**config.mk**
```make
export PLATFORM = sky130hd
export DESIGN_NAME = mant_mult_seq_flat
export DESIGN_NICKNAME = d
export VERILOG_FILES = /design/src/rtl/mant_mult_seq_pkg.sv /design/src/rtl/mant_mult_seq_if.sv /design/src/rtl/mant_mult_seq_norm.sv /design/src/rtl/mant_mult_seq.sv /design/src/flat_wrapper.sv
export SDC_FILE = /design/constraint.sdc
export NUM_CORES = 1
export LEC_CHECK = 0
export BUFFER_PORTS_ARGS = -buffer_cell sky130_fd_sc_hd__clkbuf_2
export CORE_MARGIN = 2
export CORE_UTILIZATION = 45
export CTS_CLUSTER_SIZE = 24
export DETAILED_ROUTE_END_ITERATION = 12
export HOLD_SLACK_MARGIN = 0.05
export PLACE_DENSITY = 0.75
export SYNTH_ARGS = -nofsm -noshare
export SYNTH_HDL_FRONTEND = slang
export SYNTH_HIERARCHICAL = 1
export SYNTH_SLANG_ARGS = --single-unit
export TNS_END_PERCENT = 30
```
**constraint.sdc**
```tcl
create_clock -name clk -period 3.8 [get_ports clk]
set_input_delay 0.19 -clock clk [delete_from_list [all_inputs] [get_ports clk]]
set_output_delay 0.19 -clock clk [all_outputs]
set_load 0.1 [all_outputs]
```
**src/rtl/mant_mult_seq_pkg.sv**
```systemverilog
// ---------------------------------------------------------------------------
// mult_defs: shared definitions for the sequential mantissa multiplier.
//   MANT_W  - mantissa width including hidden bit (24 only)
//   PROD_W  - product width (2*MANT_W)
//   ITERS   - shift-add iterations per product: 24 (radix-2) or
//             12 (radix-4, when MANT_MULT_RADIX4_EN is defined)
//   CNT_W   - width of the iteration counter
//   state_t - FSM state encoding (IDLE, MULT, DONE)
// ---------------------------------------------------------------------------
package mult_defs;

    localparam int MANT_W = 24;
    localparam int PROD_W = 2 * MANT_W;
`ifdef MANT_MULT_RADIX4_EN
    localparam int ITERS  = MANT_W / 2;
`else
    localparam int ITERS  = MANT_W;
`endif
    localparam int CNT_W  = 5;

    typedef enum logic [1:0] {
        IDLE = 2'd0,
        MULT = 2'd1,
        DONE = 2'd2
    } state_t;

endpackage

```
**src/rtl/mant_mult_seq_if.sv**
```systemverilog
// ---------------------------------------------------------------------------
// mant_mult_seq_if: operand/result handshake bundle of the mantissa
// multiplier.
//   Operand side : in_valid, in_ready, mant_a, mant_b
//   Result side  : out_valid, out_ready, mant_out, guard, sticky,
//                  norm_inc, unnorm
//   modport slave  - the multiplier
//   modport master - the operand source / result consumer (fp_mult)
// ---------------------------------------------------------------------------
interface mant_mult_seq_if;
    import mult_defs::*;

    logic              in_valid;
    logic              in_ready;
    logic [MANT_W-1:0] mant_a;
    logic [MANT_W-1:0] mant_b;
    logic              out_valid;
    logic              out_ready;
    logic [MANT_W-1:0] mant_out;
    logic              guard;
    logic              sticky;
    logic              norm_inc;
    logic              unnorm;

    modport slave (
        input  in_valid, mant_a, mant_b, out_ready,
        output in_ready, out_valid, mant_out, guard, sticky, norm_inc, unnorm
    );

    modport master (
        output in_valid, mant_a, mant_b, out_ready,
        input  in_ready, out_valid, mant_out, guard, sticky, norm_inc, unnorm
    );

endinterface

```
**src/rtl/mant_mult_seq_norm.sv**
```systemverilog
// ---------------------------------------------------------------------------
// mant_norm: purely combinational normalizer for a 48-bit unsigned product
// of two 24-bit mantissas. Selects the 24-bit truncated mantissa plus guard
// and sticky bits, flags a product in [2,4) and flags an unnormalized
// product. No left-shift normalization is done.
//   p_i        in  48  product
//   mant_out_o out 24  truncated mantissa
//   guard_o    out 1   first bit below the mantissa LSB
//   sticky_o   out 1   OR of all bits below guard
//   norm_inc_o out 1   product MSB set, exponent needs +1
//   unnorm_o   out 1   both top product bits clear
// ---------------------------------------------------------------------------
module mant_norm
    import mult_defs::*;
(
    input  logic [PROD_W-1:0] p_i,
    output logic [MANT_W-1:0] mant_out_o,
    output logic              guard_o,
    output logic              sticky_o,
    output logic              norm_inc_o,
    output logic              unnorm_o
);

    always_comb begin
        if (p_i[PROD_W-1]) begin
            mant_out_o = p_i[PROD_W-1:MANT_W];
            guard_o    = p_i[MANT_W-1];
            sticky_o   = |p_i[MANT_W-2:0];
        end else begin
            mant_out_o = p_i[PROD_W-2:MANT_W-1];
            guard_o    = p_i[MANT_W-2];
            sticky_o   = |p_i[MANT_W-3:0];
        end
        norm_inc_o = p_i[PROD_W-1];
        unnorm_o   = ~p_i[PROD_W-1] & ~p_i[PROD_W-2];
    end

endmodule

```
**src/rtl/mant_mult_seq.sv**
```systemverilog
// ---------------------------------------------------------------------------
// mant_mult_seq: iterative 24x24 unsigned mantissa multiplier feeding the
// rounding stage of the single-precision FP multiplier.
//   clk  - rising-edge clock
//   rst  - synchronous active-high reset
//   bus  - mant_mult_seq_if.slave: operand and result valid/ready handshakes
// Operation: an accepted operand pair is multiplied by shift-add, one step
// per clock, and the normalized result is held in DONE until consumed.
// A zero operand skips the iterations and completes on the accepting edge.
// Build option MANT_MULT_RADIX4_EN: consume two multiplier bits per step
// (0/1x/2x/3x multiplicand, 3x formed at acceptance), halving latency with
// bit-identical results.
// ---------------------------------------------------------------------------
module mant_mult_seq
    import mult_defs::*;
(
    input  logic          clk,
    input  logic          rst,
    mant_mult_seq_if.slave bus
);

    state_t            state_q, state_d;
    logic [PROD_W-1:0] p_q, p_d;       // product accumulator
    logic [PROD_W-1:0] a_q, a_d;       // multiplicand, pre-shifted to the current weight
    logic [MANT_W-1:0] b_q, b_d;       // remaining multiplier bits, LSB first
    logic [CNT_W-1:0]  count_q, count_d;
    logic [PROD_W-1:0] addend;
    logic              in_ready;
    logic              out_valid;
`ifdef MANT_MULT_RADIX4_EN
    logic [PROD_W-1:0] a3_q, a3_d;     // 3x multiplicand, same weight as a_q
`endif

    logic [MANT_W-1:0] n_mant;
    logic              n_guard, n_sticky, n_inc, n_unnorm;

    always_comb begin
        state_d   = state_q;
        p_d       = p_q;
        a_d       = a_q;
        b_d       = b_q;
        count_d   = count_q;
        addend    = '0;
        in_ready  = 1'b0;
        out_valid = 1'b0;
`ifdef MANT_MULT_RADIX4_EN
        a3_d      = a3_q;
`endif
        unique case (state_q)
            IDLE: begin
                in_ready = 1'b1;
                if (bus.in_valid) begin
                    p_d     = '0;
                    count_d = '0;
                    a_d     = {{MANT_W{1'b0}}, bus.mant_a};
                    b_d     = bus.mant_b;
`ifdef MANT_MULT_RADIX4_EN
                    a3_d    = {{MANT_W{1'b0}}, bus.mant_a}
                            + {{(MANT_W-1){1'b0}}, bus.mant_a, 1'b0};
`endif
                    if ((bus.mant_a == '0) || (bus.mant_b == '0))
                        state_d = DONE;
                    else
                        state_d = MULT;
                end
            end
            MULT: begin
`ifdef MANT_MULT_RADIX4_EN
                case (b_q[1:0])
                    2'b01:   addend = a_q;
                    2'b10:   addend = a_q << 1;
                    2'b11:   addend = a3_q;
                    default: addend = '0;
                endcase
                a_d  = a_q << 2;
                a3_d = a3_q << 2;
                b_d  = b_q >> 2;
`else
                addend = b_q[0] ? a_q : '0;
                a_d    = a_q << 1;
                b_d    = b_q >> 1;
`endif
                // Full product of two 24-bit values fits in 48 bits: no carry-out.
                p_d     = p_q + addend;
                count_d = count_q + 1'b1;
                if (count_q == CNT_W'(ITERS - 1))
                    state_d = DONE;
            end
            DONE: begin
                out_valid = 1'b1;
                if (bus.out_ready)
                    state_d = IDLE;
            end
            default: state_d = IDLE;
        endcase
    end

    always_ff @(posedge clk) begin
        if (rst) begin
            state_q <= IDLE;
            p_q     <= '0;
            a_q     <= '0;
            b_q     <= '0;
            count_q <= '0;
`ifdef MANT_MULT_RADIX4_EN
            a3_q    <= '0;
`endif
        end else begin
            state_q <= state_d;
            p_q     <= p_d;
            a_q     <= a_d;
            b_q     <= b_d;
            count_q <= count_d;
`ifdef MANT_MULT_RADIX4_EN
            a3_q    <= a3_d;
`endif
        end
    end

    mant_norm u_norm (
        .p_i        (p_q),
        .mant_out_o (n_mant),
        .guard_o    (n_guard),
        .sticky_o   (n_sticky),
        .norm_inc_o (n_inc),
        .unnorm_o   (n_unnorm)
    );

    // Results are only meaningful in DONE; elsewhere they are forced to 0 so
    // the outputs read as zero after reset (unnorm of a zero P would be 1).
    assign bus.in_ready  = in_ready;
    assign bus.out_valid = out_valid;
    assign bus.mant_out  = out_valid ? n_mant   : '0;
    assign bus.guard     = out_valid & n_guard;
    assign bus.sticky    = out_valid & n_sticky;
    assign bus.norm_inc  = out_valid & n_inc;
    assign bus.unnorm    = out_valid & n_unnorm;

endmodule
```
**src/flat_wrapper.sv**
```systemverilog
// flat-port wrapper written by rule: the top's interface ports become plain ports
module mant_mult_seq_flat import mult_defs::*;
  (clk, rst, bus_in_valid, bus_mant_a, bus_mant_b, bus_out_ready, bus_in_ready, bus_out_valid, bus_mant_out, bus_guard, bus_sticky, bus_norm_inc, bus_unnorm);
  mant_mult_seq_if bus_i ();
  input  logic clk;
  input  logic rst;
  input wire logic [$bits(bus_i.in_valid)-1:0] bus_in_valid;
  input wire logic [$bits(bus_i.mant_a)-1:0] bus_mant_a;
  input wire logic [$bits(bus_i.mant_b)-1:0] bus_mant_b;
  input wire logic [$bits(bus_i.out_ready)-1:0] bus_out_ready;
  output wire logic [$bits(bus_i.in_ready)-1:0] bus_in_ready;
  output wire logic [$bits(bus_i.out_valid)-1:0] bus_out_valid;
  output wire logic [$bits(bus_i.mant_out)-1:0] bus_mant_out;
  output wire logic [$bits(bus_i.guard)-1:0] bus_guard;
  output wire logic [$bits(bus_i.sticky)-1:0] bus_sticky;
  output wire logic [$bits(bus_i.norm_inc)-1:0] bus_norm_inc;
  output wire logic [$bits(bus_i.unnorm)-1:0] bus_unnorm;
  assign bus_i.in_valid = bus_in_valid;
  assign bus_i.mant_a = bus_mant_a;
  assign bus_i.mant_b = bus_mant_b;
  assign bus_i.out_ready = bus_out_ready;
  assign bus_in_ready = bus_i.in_ready;
  assign bus_out_valid = bus_i.out_valid;
  assign bus_mant_out = bus_i.mant_out;
  assign bus_guard = bus_i.guard;
  assign bus_sticky = bus_i.sticky;
  assign bus_norm_inc = bus_i.norm_inc;
  assign bus_unnorm = bus_i.unnorm;
  mant_mult_seq u_core (.clk(clk), .rst(rst), .bus(bus_i));
endmodule
```
== Yosys cells after proc, flatten, opt, wreduce, memory -nomap -nowiden ==
Cells that the tools add are included.

* Bits in registers: 127
* Bits in latches: 0
* Bits in writable memories: 0
* Memory bits (read-only): 0
* Input bits: 52
* Word-level logic and storage cells: 49
* Memories: 0

* Add/sub/neg operators: 2
* $mul: 0
* Divide/modulo/power cells: 0
* Magnitude comparators: 0
* Equality and inequality tests: 6
* Shift-type cells: 0
* Multiplexer cells: 20
* Bitwise gates (word level): 7
* Reduce and logical (&&, ||, !) cells: 9

{| class="wikitable"
|+ Operators by type and width
! kind !! count
|-
| $pmux 48 s2 || 2
|-
| $mux 48 || 3
|-
| $mux 24 || 3
|-
| $add 48x48->48 || 1
|-
| $logic_not 24->1 || 2
|-
| $pmux 24 s2 || 1
|-
| $reduce_or 23->1 || 1
|-
| $reduce_or 22->1 || 1
|-
| $pmux 5 s2 || 1
|-
| $mux 2 || 4
|-
| $pmux 2 s3 || 1
|-
| $add 5x1->5 const B || 1
|-
| $and 1x1->1 || 5
|-
| $eq 5x5->1 const B || 1
|-
| $mux 5 || 1
|-
| $mux 1 || 4
|-
| $ne 2x2->1 const B || 2
|-
| $reduce_and 3->1 || 1
|-
| $eq 2x1->1 const B || 1
|-
| $eq 2x2->1 const B || 1
|-
| $logic_not 2->1 || 1
|-
| $ne 2x1->1 const B || 1
|-
| $not 1->1 || 2
|-
| $reduce_and 2->1 || 1
|-
| other kinds (2) || 2
|}

== Depth between registers and ports, before layout ==
* Word-level depth: 5
* Gate-level depth with buffers: 13
* Gate-level depth less buffers: 12

== Modules after synthesis ==
Netlist, hierarchy kept.

{| class="wikitable"
|+ Modules (own cells, without submodules)
! module !! instances !! cells an instance !! area each (um^2) !! sequential area each (um^2)
|-
| mant_mult_seq || 1 || 1001 || 8067.7 || 2542.4
|-
| mant_norm || 1 || 38 || 461.7 || 0.0
|}

== Least setup slack after synthesis ==
No wires, ideal clock.

* Path kind: register to register
* Start point: reg u_core.b_q[0]
* End point: reg u_core.p_q[42]
* Arrival time: 2.916 ns
* Required time: 3.683 ns
* Slack: 0.767 ns
* Cell stages (with the launch flop): 14
* Path buffers: 1
* Period minus slack after synthesis: 3.033 ns
* Cells stage by stage: dfxtp_1 > clkbuf_1 > and2_1 > ha_1 > fa_1 > a211oi_2 > o21ai_1 > a211o_1 > a211oi_2 > a2bb2oi_2 > o31a_1 > o21ai_2 > xor2_1 > a22o_1

* Word-level cells in the longest chain between the ends: 3

{| class="wikitable"
|+ Ends and longest elaborated chain
! element !! line !! source
|-
| from (decl) || mant_mult_seq.sv:25 || <nowiki>logic [MANT_W-1:0] b_q, b_d;</nowiki>
|-
| from (signal assigned) || mant_mult_seq.sv:103 || <nowiki>b_q <= '0;</nowiki>
|-
| from (signal assigned) || mant_mult_seq.sv:112 || <nowiki>b_q <= b_d;</nowiki>
|-
| $mux 48 || mant_mult_seq.sv:79 || <nowiki>addend = b_q[0] ? a_q : '0;</nowiki>
|-
| $add 48x48->48 || mant_mult_seq.sv:84 || <nowiki>p_d = p_q + addend;</nowiki>
|-
| $pmux 48 s2 || mant_mult_seq.sv:49 || <nowiki>unique case (state_q)</nowiki>
|-
| to (signal assigned) || mant_mult_seq.sv:110 || <nowiki>p_q <= p_d;</nowiki>
|-
| to (decl) || mant_mult_seq.sv:23 || <nowiki>logic [PROD_W-1:0] p_q, p_d;</nowiki>
|}

No other way between the ends.
A chain may end at the register's enable or synchronous reset.

== Worst setup path in the final report ==
* Start point: reg u_core.b_q[0]
* End point: reg u_core.p_q[44]

The elaborated chain is that of the path after synthesis.

==> reports/results.ini <==
[synthesis]
synth_edf_count = 0
ys_ff_latch = 127
synthCells = 1039
syn_avg_cell_area_sq_um = 8.21
ys.flop_type = dfxtp_1
yosysWarnings = 6
async_flop_share = 0
synth_area_sq_um = 8530
synth_nets = 1140
synth-seq-area-share = 0.298
ys_types = 82

[critical_path]
reg2reg_slack_ps = 320
required_ps = 4100
critical_path.most_common_cell = and2_1
critPathSlowestCell = dfxtp_1
worstSetupPathType = flip-flop to flip-flop
cp_top_family = compound AO/OA/AOI/OAI gates
end_kind = flip-flop
r2r_cells = 12
cpPeakStageDelay_ps = 620
timing.rr.end = u_core/p_q[44]
cp.arrival_ps = 3770
worstPathCellList = buf_4 > and2_1 > ha_1 > and2_1 > a221o_1 > a221oi_1 > o221ai_1 > nor3_2 > o211ai_1 > and2_1 > o21ai_1 > o211ai_1
r2r_start = u_core/b_q[0]
crit_buf_inv = 1
critPathLaunchType = flip-flop
crit_path_max_fanout = 18

[placement]
hpwl_um = 15300
placed_area_sq_um = 8970
io_buffers = 81
gp_congestion = 0.893

[cts]
clk_pin_slew_ps = 60
cts_tree = built
cts_resized = 0
clock-sinks = 127
clockRootBuffer = clkbuf_16
htreeDepth = 4
clock_latency_ps = 420
cts_buffers = 17
clock_path_buffers = 2

[sta]
worst_clock_skew_ps = 9.50
setup_viol = 0
hold_viol_final = 0
layout_min_cycle_time_ps = 3480
slew_viol_final = 0
timing.final.crit_share = 0.915
worstMarginPinSlew_ps = 1090
finalHoldWorstSlack_ps = 63.9
max_freq_mhz = 288
rsz0062_at_grt = no
slew_headroom = 0.270
tns_ps = 0

[floorplan]
start_util = 0.458
dieWidth_um = 142
coreArea_sq_um = 18600
ioPinCount = 82
rows = 50
dieArea_sq_um = 20100
die_h_um = 142

[pwr]
switching_share = 0.382
pwr-share-seq = 0.358
leakagePower_nw = 4.28
comb_power_share = 0.298
switching_power_mw = 1.77
peakVddDrop_mv = 0.386
internal-power_mw = 2.86
power.share.clock = 0.344
cellPowerDensity_nw_per_um2 = 463

[route]
drtPass1Iterations = 5
via_per_inst = 5.90
drc_errors = 0
wl_per_cell_um = 16.5
vias = 8089
wirelength_um = 22600
drt_iter0_markers = 682
ant_nets = 0

[cells_and_area]
drive_above_1_share = 0.163
final_common_cell = nand2_1
layout.nets = 1226
n_antenna_cell = 0
layout_common_cells = nand2_1, dfxtp_1, nor2_1
final_util = 0.536
fin_area_sq_um = 9990
area_delta_synth_final_pct = 17.2

[global_routing]
grt_pass1_wl_um = 37300
grt_usage = 0.228
grt_antenna_before_repair = 0
grt_start_max_net_pins = 73
grt_pass1_vias = 7567
gr-total-overflow = 0

[flow_run]
maxCapViolCount = 0

[worst_hold_path]
worst_hold_path_type = input pin to flip-flop
hp-start = bus_mant_a[11]
min_to = u_core/a_q[11]
holdPathStages = 3

[run_status]
status = finished, final reports clean

==> power groups by stage <==
stage	Clock, mW	Combinational [mW]	Sequential (mW)
finish	1.59	1.38	1.66
global route	1.68	1.52	1.68
CTS	1.62	1.36	1.66
detailed placement	0	1.32	1.68
global placement	0	1.29	1.68
floorplan	0	1.04	1.62
==> cell families after synthesis <==
family	count (synthesis)	share of synthesized area
buffers and inverters	76	0.0486
muxes	24	0.0396
adders and majority gates	49	0.0728
and+or+nand+nor	427	0.240
xor gates and xnor gates	42	0.0431
AOI/OAI and AO/OA	294	0.258
DFF	127	0.298
==> per-layer routing <==
layer / up-vias / share of wire / GRT usage
met5: - / 0 / 0
met4: 0 / 0.015 / 0.0753
met3: 26 / 0.060 / 0.0412
met2: 289 / 0.45 / 0.372
met1: 3803 / 0.47 / 0.306
li1: 3971 / - / -
==> worst max path at each step <==
stage,end,depth (start not counted),startpoint
floorplan,u_core/p_q[42],13,u_core/b_q[0]
global route,u_core/p_q[28],12,u_core/b_q[0]
CTS,u_core/p_q[44],12,u_core/b_q[0]
finish,u_core/p_q[44],12,u_core/b_q[0]
detailed placement,u_core/p_q[28],12,u_core/b_q[0]
global placement,u_core/p_q[44],12,u_core/b_q[0]
==> registers in the layout, indices dropped and copies added (netlist names) <==
signal and flops:
u_core/a_q 48, u_core/p_q 48, u_core/b_q 24, u_core/count_q 5, u_core/state_q 2
==> Yosys cell counts, types with 3 or more instances <==
cell type,number,area [sq um]
o21ai_1,4,20.0
nor2b_1,6,37.5
inv_1,6,22.5
nor3_1,8,40.0
and2_1,84,526
nand3_1,11,55.1
ha_1,48,601
a21oi_1,58,290
nand2b_1,6,37.5
o21a_1,4,30.0
mux2_2,6,67.6
mux2_4,18,270
and4_1,3,26.3
a211oi_2,3,37.5
o21bai_1,6,45.0
and3_1,6,37.5
a21boi_0,3,22.5
a211oi_1,6,45.0
a22oi_1,43,323
dfxtp_1,127,2540
clkbuf_8,5,68.8
o21ai_0,27,135
nand2_1,132,495
buf_1,9,33.8
a221o_1,3,30.0
xnor2_1,27,236
nor2_1,123,462
or2_2,3,18.8
nand4_1,8,50.1
buf_4,5,37.5
a31oi_1,4,25.0
a32oi_1,3,26.3
a21o_1,18,135
clkbuf_1,44,165
a311oi_1,48,420
a21oi_2,3,26.3
nor4_1,21,131
a22o_1,26,228
o211ai_1,5,37.5
a211o_1,4,35.0
xor2_1,15,131
==> stage by stage <==
| stage | cells | total power, mW | setup slack, ps |
|---|---|---|---|
| floorplan | 1039 | 2.67 | 767 |
| global placement | 1296 | 2.97 | 550 |
| detailed placement | 1296 | 3.00 | 428 |
| CTS | 1372 | 4.64 | 370 |
| global route | 1372 | 4.88 | 70.4 |
| finish | 1372 | 4.63 | 323 |
==> layout make-up <==
class / instances / area (sq um)
Fill cell: 1726 / 8650
Multi-Input combinational cell: 836 / 5600
Sequential cell: 127 / 2540
Timing Repair Buffer: 136 / 956
Clock buffer: 17 / 425
Tap cell: 234 / 293
Clock inverter: 15 / 153
Inverter: 7 / 26.3
==> worst reg2reg max path: stages, from the launching register on <==
cell	delay, ps
dfxtp_1	620
buf_4	300
and2_1	170
ha_1	320
and2_1	200
a221o_1	320
a221oi_1	320
o221ai_1	200
nor3_2	280
o211ai_1	180
and2_1	210
o21ai_1	120
o211ai_1	100
==> repair_timing <==
item	CTS	global route
hold buffers	44	0
setup buffers	0	0
hold endpoints to repair	44	0
(Power assumes the default switching activity.)
